==> src/rtl/tmr_fault_monitor_pkg.sv <==
// Shared definitions for the TMR fault monitor: per-core state encoding and
// the bit position of each core in the voter's flag vector.
package tmr_fault_monitor_pkg;

    typedef enum logic [1:0] {
        ST_HEALTHY    = 2'b00,
        ST_SUSPECT    = 2'b01,
        ST_FAULTED    = 2'b10,
        ST_RECOVERING = 2'b11
    } core_state_t;

    localparam int unsigned CORE_A    = 2;
    localparam int unsigned CORE_B    = 1;
    localparam int unsigned CORE_C    = 0;
    localparam int unsigned NUM_CORES = 3;

endpackage

==> src/rtl/tmr_core_health.sv <==
// Health tracking for one TMR core: persistence/recovery FSM with timer,
// saturating confirmed-fault counter and sticky transient/fault history.
module tmr_core_health
    import tmr_fault_monitor_pkg::*;
#(
    parameter int unsigned PERSIST_CYCLES = 4,
    parameter int unsigned RECOVER_CYCLES = 16,
    parameter int unsigned CNT_WIDTH      = 8
) (
    input  logic                 clk,
    input  logic                 rst,
    input  logic                 flag,
    input  logic                 clear,
    output core_state_t          state,
    output logic                 fault_entry,
    output logic [CNT_WIDTH-1:0] fault_count,
    output logic                 transient_seen,
    output logic                 fault_seen
);

    localparam int unsigned TMAX = (PERSIST_CYCLES > RECOVER_CYCLES) ? PERSIST_CYCLES : RECOVER_CYCLES;
    localparam int unsigned TW   = $clog2(TMAX + 1);
    localparam logic [TW-1:0] PERSIST_LAST = TW'(PERSIST_CYCLES - 1);
    localparam logic [TW-1:0] RECOVER_LAST = TW'(RECOVER_CYCLES - 1);

    core_state_t   state_n;
    logic [TW-1:0] timer, timer_n;
    logic          enter_faulted;
    logic          transient_set;

    always_ff @(posedge clk or posedge rst) begin
        if (rst) begin
            state <= ST_HEALTHY;
            timer <= '0;
        end else begin
            state <= state_n;
            timer <= timer_n;
        end
    end

    // timer holds the number of consecutive samples already taken in the
    // current SUSPECT/RECOVERING run, so the Nth sample is seen at N-1.
    always_comb begin
        state_n       = state;
        timer_n       = timer;
        fault_entry   = 1'b0;
        transient_set = 1'b0;
        unique case (state)
            ST_HEALTHY: begin
                if (flag) begin
                    if (PERSIST_CYCLES == 1) begin
                        state_n     = ST_FAULTED;
                        fault_entry = 1'b1;
                    end else begin
                        state_n = ST_SUSPECT;
                        timer_n = TW'(1);
                    end
                end
            end
            ST_SUSPECT: begin
                if (flag) begin
                    if (timer == PERSIST_LAST) begin
                        state_n     = ST_FAULTED;
                        fault_entry = 1'b1;
                    end else begin
                        timer_n = timer + TW'(1);
                    end
                end else begin
                    state_n       = ST_HEALTHY;
                    transient_set = 1'b1;
                end
            end
            ST_FAULTED: begin
                if (!flag) begin
                    if (RECOVER_CYCLES == 1) begin
                        state_n = ST_HEALTHY;
                    end else begin
                        state_n = ST_RECOVERING;
                        timer_n = TW'(1);
                    end
                end
            end
            ST_RECOVERING: begin
                if (flag) begin
                    state_n = ST_FAULTED;
                end else if (timer == RECOVER_LAST) begin
                    state_n = ST_HEALTHY;
                end else begin
                    timer_n = timer + TW'(1);
                end
            end
            default: state_n = ST_HEALTHY;
        endcase
        enter_faulted = (state_n == ST_FAULTED) && (state != ST_FAULTED);
    end

    always_ff @(posedge clk or posedge rst) begin
        if (rst) begin
            fault_count    <= '0;
            transient_seen <= 1'b0;
            fault_seen     <= 1'b0;
        end else if (clear) begin
            fault_count    <= '0;
            transient_seen <= 1'b0;
            fault_seen     <= 1'b0;
        end else begin
            if (fault_entry && (fault_count != '1)) fault_count <= fault_count + CNT_WIDTH'(1);
            if (transient_set) transient_seen <= 1'b1;
            if (enter_faulted) fault_seen <= 1'b1;
        end
    end

endmodule

==> src/rtl/tmr_fault_monitor.sv <==
// Filters TMR voter fault flags into per-core health state and drives the
// fault/disagreement LEDs (solid, blink and pulse-stretch patterns).
module tmr_fault_monitor
    import tmr_fault_monitor_pkg::*;
#(
    parameter int unsigned PERSIST_CYCLES = 4,
    parameter int unsigned RECOVER_CYCLES = 16,
    parameter int unsigned CNT_WIDTH      = 8,
    parameter int unsigned BLINK_LOG2     = 22,
    parameter int unsigned STRETCH_CYCLES = 1000000
) (
    input  logic                           clk,
    input  logic                           rst,
    input  logic [NUM_CORES-1:0]           fault_flags,
    input  logic                           disagreement,
    input  logic                           clear,
    output logic [NUM_CORES-1:0]           fault_led,
    output logic                           disagree_led,
    output logic [2*NUM_CORES-1:0]         core_state,
    output logic [NUM_CORES*CNT_WIDTH-1:0] fault_counts,
    output logic                           multi_fault
);

    localparam int unsigned SW = $clog2(STRETCH_CYCLES + 1);

    core_state_t            st [NUM_CORES];
    logic [NUM_CORES-1:0]   fault_entry;
    logic [NUM_CORES-1:0]   transient_seen;
    logic [NUM_CORES-1:0]   fault_seen;
    logic [NUM_CORES-1:0]   is_faulted;
    logic [BLINK_LOG2-1:0]  prescaler;
    logic [SW-1:0]          stretch_cnt;
    logic                   blink;

    for (genvar i = 0; i < NUM_CORES; i++) begin : g_core
        tmr_core_health #(
            .PERSIST_CYCLES (PERSIST_CYCLES),
            .RECOVER_CYCLES (RECOVER_CYCLES),
            .CNT_WIDTH      (CNT_WIDTH)
        ) u_core (
            .clk            (clk),
            .rst            (rst),
            .flag           (fault_flags[i]),
            .clear          (clear),
            .state          (st[i]),
            .fault_entry    (fault_entry[i]),
            .fault_count    (fault_counts[i*CNT_WIDTH +: CNT_WIDTH]),
            .transient_seen (transient_seen[i]),
            .fault_seen     (fault_seen[i])
        );

        assign core_state[2*i +: 2] = st[i];
        assign is_faulted[i]        = (st[i] == ST_FAULTED);

        always_comb begin
            if (st[i] == ST_FAULTED || st[i] == ST_RECOVERING) fault_led[i] = 1'b1;
            else if (transient_seen[i] || fault_seen[i])       fault_led[i] = blink;
            else                                               fault_led[i] = 1'b0;
        end
    end

    // A confirmation can only happen on a high flag sample.
    always_comb assert ((fault_entry & ~fault_flags) == '0);

    assign blink = prescaler[BLINK_LOG2-1];

    always_ff @(posedge clk or posedge rst) begin
        if (rst) prescaler <= '0;
        else     prescaler <= prescaler + BLINK_LOG2'(1);
    end

    always_ff @(posedge clk or posedge rst) begin
        if (rst) begin
            stretch_cnt  <= '0;
            disagree_led <= 1'b0;
        end else begin
            if (disagreement)          stretch_cnt <= SW'(STRETCH_CYCLES);
            else if (stretch_cnt != '0) stretch_cnt <= stretch_cnt - SW'(1);
            disagree_led <= (stretch_cnt != '0);
        end
    end

    always_ff @(posedge clk or posedge rst) begin
        if (rst)        multi_fault <= 1'b0;
        else if (clear) multi_fault <= 1'b0;
        else if ((is_faulted[CORE_A] & is_faulted[CORE_B]) |
                 (is_faulted[CORE_A] & is_faulted[CORE_C]) |
                 (is_faulted[CORE_B] & is_faulted[CORE_C]))
            multi_fault <= 1'b1;
    end

endmodule

==> config.mk <==
export PLATFORM = sky130hd
export DESIGN_NAME = tmr_fault_monitor
export DESIGN_NICKNAME = d
export VERILOG_FILES = /design/src/rtl/tmr_fault_monitor_pkg.sv /design/src/rtl/tmr_core_health.sv /design/src/rtl/tmr_fault_monitor.sv
export SDC_FILE = /design/constraint.sdc
export NUM_CORES = 1
export LEC_CHECK = 0
export BUFFER_PORTS_ARGS = -buffer_cell sky130_fd_sc_hd__buf_2
export CAP_MARGIN = 10
export CORE_MARGIN = 2
export CORE_UTILIZATION = 58
export CTS_CLUSTER_DIAMETER = 50
export DETAILED_ROUTE_END_ITERATION = 10
export PLACE_DENSITY = 0.81
export SYNTH_ARGS = -nofsm -noshare
export SYNTH_HDL_FRONTEND = slang
export SYNTH_SLANG_ARGS = --single-unit
==> constraint.sdc <==
create_clock -name clk -period 2.9 [get_ports clk]
set_input_delay 0.145 -clock clk [delete_from_list [all_inputs] [get_ports clk]]
set_output_delay 0.145 -clock clk [all_outputs]
set_load 0.005 [all_outputs]
==> impl_summary.md, run 1 <==
Critical path
For flop-to-flop paths, the worst setup slack is 670 ps. The gate family responsible for the most delay along the worst path is simple AND/OR/NAND/NOR gates. The worst reg-to-reg path cell count is 7. At the worst endpoint, the required time is 3200 ps. The worst setup path is captured at a register.

Along the worst path, the maximum fanout reaches 9. The slowest stage of the critical path belongs to the cell or4b_2. The worst register-to-register path ends at g_core[0].u_core.timer[3]. The data arrival time of the critical path is 2540 ps.

The most numerous cell type found on the critical path is ha_1. For this run, the slowest stage of the critical path takes 720 ps. The critical path class is reg -> reg. Together, buffers and inverters on the worst path number 0. The signal on the critical path passes through ha_1 > and3_1 > ha_1 > nand3b_1 > o211ai_1 > or4b_2 > nand3_1.

The launch instance of the worst register-to-register path is g_core[0].u_core.timer[0]. STA classifies the critical path startpoint as a register.

Finish
The sequential cells in the finished layout cover a total of 2377 um^2. The layout filler cell count is 648. The final-stage net count is 554. Compared with the post-synthesis result, the final layout area differs by 10.61%. The utilization of the core after routing is 66.04%. The fraction of layout cells with a size suffix above 1 is 14.44%. Summing all multi-input logic gate instances after layout gives 2354 um^2. The repair_antennas step left the layout with diodes totalling 0.

GRT
The initial antenna violation count is 0. Across every metal layer, demand over resource in global routing totals 22.61%. The first global-routing pass estimated 16.32 mm of wire.

Entering global routing, the biggest net connects 51 pins. The via count of the first global-routing pass was 3690. The total congestion overflow is 0.

Clock tree
The CTS tree is yes. The clock network latency to the later pin of the worst-skew pair is 370 ps. The level count of the clock H-tree is 3. Counting the buffers created by CTS gives 9. The number of buffers added to fix hold violations after cts is 1. Buffers added to address setup during post-CTS repair amount to 0. Clock-pin slew was measured on the worst setup and hold paths at 100 ps. No sink is reached through more buffers than the 2 on the longest clock path. The post-cts gate resize count is 0. The clock root buffer master is clkbuf_8. Counting every sink on the clock net gives 95.

Min path
The origin of the worst min-delay path is fault_flags[2]. The worst hold endpoint is g_core[2].u_core.state[1]. The cell depth of the worst min-delay path is 3. The tightest min-delay check is of the in -> reg type.

Synth
Sequential elements use 48.71% of the synthesized area. The count of yosys warnings during synthesis is 0. By area, the combinational part of the netlist is dominated by simple AND/OR/NAND/NOR gates. The netlist area before placement is 4881 um^2. The simple logic cell fraction of the synthesized area is 25.81%. The average instance in the mapped netlist occupies 9.821 um^2.

The count of state elements after synthesis is 95. The synthesized design contains 0 enable-type register cells. The top flip-flop cell by instance count after synthesis is dfrtp_1. The multiplexer fraction of the synthesized cell area is 3.256%. Summing the areas of all compound-gate instances in the mapped netlist gives 11.74% of the synthesized area. The adder and majority cell fraction of the synthesized area is 3.281%. The share of synthesized flip-flops with an asynchronous set or reset is 100.0%. Synthesis produced a netlist with a net count of 516. Summing the areas of all xor and xnor instances in the mapped netlist gives 4.127% of the synthesized area. The number of unique standard cell types used by synthesis is 53. The gate count after technology mapping is 497.

Die
The placeable core region is 8175 um^2. The number of rows created at floorplan is 33. The die covers 9165 um^2. The initial cell density of the core is 59.70%.

The floorplan step set the die width to 95.74 um. Pin placement for this block handled 42 I/O pins. In this run the vertical extent of the chip is 95.74 um.

Drt
After detailed routing, the average wire length per cell comes to 14.69 um. The length of the first detailed-routing pass in iterations is 4. For this block, wires on met1 add up to 4.401 mm. The length of routed met2 wiring is 4.536 mm. The uppermost layer routed is met4. The via density per instance is 5.909. The amount of wire on met3 after detailed routing is 400 um.

The final route contains 3811 vias. The first routing iteration left 235 violations. After detailed routing, the total wire length is 9.473 mm. The remaining number of nets flagged by the antenna check after routing is 0. The number of remaining DRC errors is 0.

Placement
Port buffering added 41 buffers. The detailed placement HPWL is 6.647 mm. At the end of routability-driven placement, the weighted congestion stood at 0.7864.

Pwr
The clock network is responsible for 33.4% of the overall power. Internal power comes to 2.065 mW. The leakage power of the design is 2.310 nW. Across the VDD grid, the largest voltage drop is 0.3146 mV. In this run, the combinational gates consume 13.2% of the power. Net switching is 27.45% of the power. The share of power burned in registers is 53.4%. The ratio of total power to cell area is 527.2 nW/um^2. The analysis attributes to net switching a power of 0.7814 mW.

STA
In this run the tightest slew margin relative to its limit is 43.23%. The count of pins over their slew limit is 0. In the finished design, the share of the clock period the worst path needs comes to 77.01%. The final critical-path required period is 2233 ps. The summed negative setup slack over all endpoints is 0 ps. Static timing analysis puts the maximum clock frequency at 0.4478 GHz. At the pin with the least slew margin, the transition time is 850.6 ps. Setup violations remaining at the end of the flow were counted as 0. For the final database, setup skew stands at 12.57 ps.

The hold violation total from the final report is 0. Setup repair after global routing left no endpoint under its margin.

Status
The flow ran to the end, and the final reports show no timing, DRC or antenna violations.

Job
Across the run, the number of max-cap violations was 0.
-- worst max-delay path by stage --
stage | startpoint | end | depth (start not counted)
after detailed placement | g_core[1].u_core.timer[0] | g_core[1].u_core.timer[0] | 7
after global placement | g_core[0].u_core.timer[0] | g_core[0].u_core.timer[3] | 7
after floorplan | rst | disagree_led | 1
after CTS | g_core[0].u_core.timer[0] | g_core[0].u_core.timer[3] | 7
final | g_core[0].u_core.timer[0] | g_core[0].u_core.timer[3] | 7
after global routing | g_core[0].u_core.timer[0] | g_core[0].u_core.timer[3] | 7
-- Yosys cell counts, drive strengths merged (7+ instances only) --
cell | number | area [um^2]
ha | 12 | 150.1
nand3b | 7 | 52.55
or3 | 11 | 68.82
mux2i | 8 | 80.08
nand2 | 41 | 153.9
nor3 | 14 | 75.07
a21oi | 30 | 150.1
clkbuf | 15 | 56.30
xor2 | 10 | 87.58
o31ai | 17 | 127.6
nand3 | 28 | 140.1
and4 | 8 | 70.07
mux2 | 7 | 78.82
inv | 19 | 71.32
nand4 | 11 | 68.82
nand2b | 11 | 68.82
dfrtp | 95 | 2377
nor2b | 9 | 56.30
and3 | 8 | 50.05
nor2 | 32 | 120.1
or4 | 13 | 97.59
xnor2 | 13 | 113.9
o21ai | 27 | 135.1
-- per-stage QoR --
| stage | instance area (um^2) | hold WS (ps) | total power [mW] | setup WS [ps] | instances |
|---|---|---|---|---|---|
| finish | 5399 | 80.88 | 2.847 | 666.7 | 645 |
| global route | 5399 | 72.18 | 2.997 | 537.1 | 645 |
| CTS | 5399 | 58.95 | 2.875 | 672.1 | 645 |
| detailed placement | 5167 | 343.3 | 1.922 | 684.5 | 628 |
| global placement | 5167 | 329.7 | 1.894 | 789.8 | 628 |
| floorplan | 4881 | 286.4 | 1.811 | 278.0 | 497 |
-- layer usage --
metal / global-route usage (%) / up-vias
li1: - / 1883
met1: 29.06 / 1839
met2: 38.34 / 77
met3: 4.699 / 12
met4: 7.500 / 0
met5: 0 / -
-- tightest hold or removal path, stage by stage --
cell	delay [ps]
buf_2	140
o21ai_0	80
nand2_1	50
-- kinds of logic (layout without fill, tap and decap cells) --
family,count (synthesis),count (layout)
AND/OR/NAND/NOR,223,223
flip-flops,95,95
AO/OA/AOI/OAI,92,92
buffers and inverters,36,79
XOR/XNOR,23,23
multiplexers,15,15
adder cells (fa/ha/maj),13,13
-- cell type report --
type	count	area share [%]
Sequential cell	95	44.03
Inverter	19	1.344
Timing Repair Buffer	44	4.496
Tap cell	105	2.433
Clock buffer	9	2.294
Multi-Input combinational cell	366	43.59
Clock inverter	7	1.808
-- placed cells by master (no fill, tap or decap), drive strengths merged, types with 8 or more instances in the layout --
cell type	instances
o21ai	27
nor3	14
or3	11
clkbuf	9
ha	12
mux2i	8
dfrtp	95
nor2	32
buf	43
nand4	11
o31ai	17
nand2	41
and3	8
xnor2	13
or4	13
and4	8
nand2b	11
xor2	10
nand3	28
inv	18
a21oi	30
nor2b	9
-- power groups by stage --
stage	registers [mW]	clock network, mW	logic [mW]
floorplan	1.51	0	0.300
global placement	1.53	0	0.361
detailed placement	1.54	0	0.378
CTS	1.52	0.976	0.381
global route	1.54	1.03	0.428
finish	1.52	0.950	0.376
-- flip-flops by register name (all words and copies together), names as in the netlist --
signal and count:
g_core.u_core.timer 15, prescaler 22, g_core.u_core.transient_seen 3, disagree_led 1, stretch_cnt 20, g_core.u_core.state 6
multi_fault 1, g_core.u_core.fault_seen 3, g_core.u_core.fault_count 24
Power figures use the tool's default switching activity.
==> run 2: changes to the inputs <==
==> constraint.sdc (replaced) <==
create_clock -name clk -period 2.1 [get_ports clk]
set_input_delay 0.105 -clock clk [delete_from_list [all_inputs] [get_ports clk]]
set_output_delay 0.105 -clock clk [all_outputs]
set_load 0.005 [all_outputs]
==> run 2 against run 1 <==
Non-clock buffer count increased by 27. Global-route usage increased by 0.65 points. Critical endpoint is now g_core[2].u_core.fault_count[7]. Total power increased by 41%.
==> impl_summary.md, run 2 (synthesized netlist as in run 1, its figures left out) <==
STA
The worst-margin pin slew is 602.2 ps. The minimum hold slack is 46.22 ps. The peak clock frequency supported by timing is 0.4972 GHz. The final critical-path required period is 2011 ps. The period utilization is 95.77%. The number of failing setup endpoints in the final timing report is 0. For the final database, setup skew stands at 10.83 ps. The count of pins over their slew limit is 0. The hold violation total from the final report came to 0. The relative slew slack is 59.86%. The minimum setup slack in the final design is 88.82 ps.

Pwr
The total power is 4.024 mW. Power spread over the standard cell area amounts to 716.4 nW/um^2. VDD sags by at most 0.3721 mV. The leakage power of the design is 2.437 nW.

Critical path
Along the worst path, the maximum fanout reaches 9. The element type at the critical path end is a register. The worst register-to-register path has a depth of 5.

The launch instance of the worst register-to-register path is g_core[2].u_core.fault_count[1]. The most critical setup path has its startpoint at g_core[2].u_core.fault_count[1]. Data on the critical path is required at its endpoint by 2370 ps. STA classifies the critical path startpoint as a register. Data on the critical path arrives at its endpoint at 2280 ps. The critical path class is reg -> reg.

Drt
The total wirelength of the detailed-routed design is 9.963 mm. The via density per instance is 5.859. Once detail routing completed, the nets flagged for antenna violations numbered 0. After the first detailed-routing iteration, the DRC count stood at 212.

The length of routed met2 wiring is 4.948 mm. The final route contains 3937 vias. The highest layer touched by signal routing is met4. The detailed-route wire length per cell is 14.83 um. The wire length on met1 is 4.478 mm.

The length of the first detailed-routing pass in iterations is 4. In the routed design, unresolved DRC markers number 0. The amount of wire on met3 after detailed routing is 414 um.

Finish
Across the whole layout, storage elements account for 2377 um^2. After the last flow step, the layout net total stands at 581. The finished layout holds 672 standard cells, fillers aside. The utilization of the core after routing is 68.70%. The largest registers in the layout are g_core.u_core.fault_count: 24 flops, prescaler: 22 flops, stretch_cnt: 20 flops. The register ranked first by flip-flop count is g_core.u_core.fault_count. The count of antenna diodes in the layout is 0. The library cells used most frequently in the layout, excluding fill and tap cells, are 95 x dfrtp_1, 41 x nand2_1, 41 x buf_2.

Relative to the synthesized area, the layout overhead comes to 15.07%. The post-route netlist has 18.87% of its cells at a drive strength greater than 1. The register with the most flip-flops in the layout has 24 of them. The most common cell after layout, fill and taps aside is dfrtp_1. After filler insertion, the fill cell instance count of the layout stands at 626.

In the final layout, the multi-input gates occupy 2365 um^2.

Min path
The path category of the worst min-delay check is in -> reg. The cell depth of the worst min-delay path is 3. The startpoint identified for the worst hold timing path is fault_flags[1].

Placement
The detailed placement HPWL is 6.960 mm. The routability congestion estimate from global placement is 0.8153. The post-placement setup slack is 61.69 ps. The count of port buffers added during placement is 41.

Once placement completed, the tool counted placed cells totaling 652.

GRT
Entering global routing, the biggest net connects 96 pins. For this run the aggregate overflow at the end of global routing stands at 0. The all-layer global routing usage is 23.27%.

The initial antenna violation count is 0. The via count of the first global-routing pass is 3685. The first global-routing pass estimated 16.89 mm of wire.

Status
The run finished with clean final reports.

Die
For this design the top-level I/O count stands at 42. The initial cell density of the core is 59.70%. The number of rows created at floorplan is 33. From left edge to right edge, the die measures 95.74 um. The total area inside the core boundary comes to 8175 um^2. The die covers 9165 um^2. From bottom edge to top edge, the die measures 95.74 um.

Job
The tool flagged a number of max-cap violations equal to 0.

Clock tree
The clock buffer count from CTS is 9. Clock-pin slew was measured on the worst setup and hold paths at 90 ps. The CTS tree is yes. The clock network latency to the later pin of the worst-skew pair is 350 ps. For this design, the sink count on the clock tree is 95.

The tree is rooted in a clkbuf_8. The level count of the clock H-tree is 3. The longest clock path from root to sink contains 2 buffers.
run 2: cell count changes in the layout (fill, tap and decap cells not counted):
cell	before	now
clkinv_2	2	1
buf_4	1	28
nor2_2	0	1
clkbuf_8	9	10
or2_4	0	1
clkinv_4	2	1
clkbuf_1	0	1
nor4_2	0	1
or2_1	2	1
nor4_1	5	4
nor2_1	32	31
run 2: metal layers:
layer	GRT usage (%)	vias to the layer above
met2	38.69	72
met5	0	-
met1	30.85	1914
met4	8.333	0
li1	-	1942
met3	3.994	9
run 2: final cells by class:
cell class / count / area share, %
Sequential cell: 95 / 42.33
Multi-Input combinational cell: 366 / 42.10
Timing Repair Buffer: 71 / 7.930
Clock buffer: 11 / 2.517
Tap cell: 105 / 2.339
Clock inverter: 5 / 1.448
Inverter: 19 / 1.337
run 2: what timing repair did:
item | in CTS | in global routing
setup buffers | 0 | 3
resized for setup | 0 | 3
hold endpoints to repair | 95 | 0
setup endpoints to repair | 0 | 7
hold buffers | 1 | 0
run 2: report_power, final:
part / leakage [nW] / total (mW) / switching, mW / internal, mW
registers: 1.22 / 2.07 / 0.112 / 1.95
clock network: 0.110 / 1.33 / 0.630 / 0.705
logic: 1.10 / 0.624 / 0.349 / 0.275
run 2: worst paths after layout:
path,slack (ps),endpoint
min in group asynchronous,430,prescaler[9]
setup / recovery,90,g_core[2].u_core.fault_count[7]
max in group asynchronous,1300,stretch_cnt[1]
hold / removal,50,g_core[1].u_core.state[1]
setup reg to reg,90,g_core[2].u_core.fault_count[7]
hold reg to reg,470,prescaler[5]
run 2: critical path: stages (launching register included):
cell and delay (ps):
dfrtp_1 430, ha_1 230, and3_1 170, a2111o_1 470, or4_1 500, a21oi_1 150
run 2: through the flow:
stage	setup TNS, ps	cell area [um^2]
2_1_floorplan	0	4885
3_3_place_gp	0	5350
3_5_place_dp	0	5350
4_1_cts	0	5583
5_1_grt	-1.078	5617
6_report	0	5617
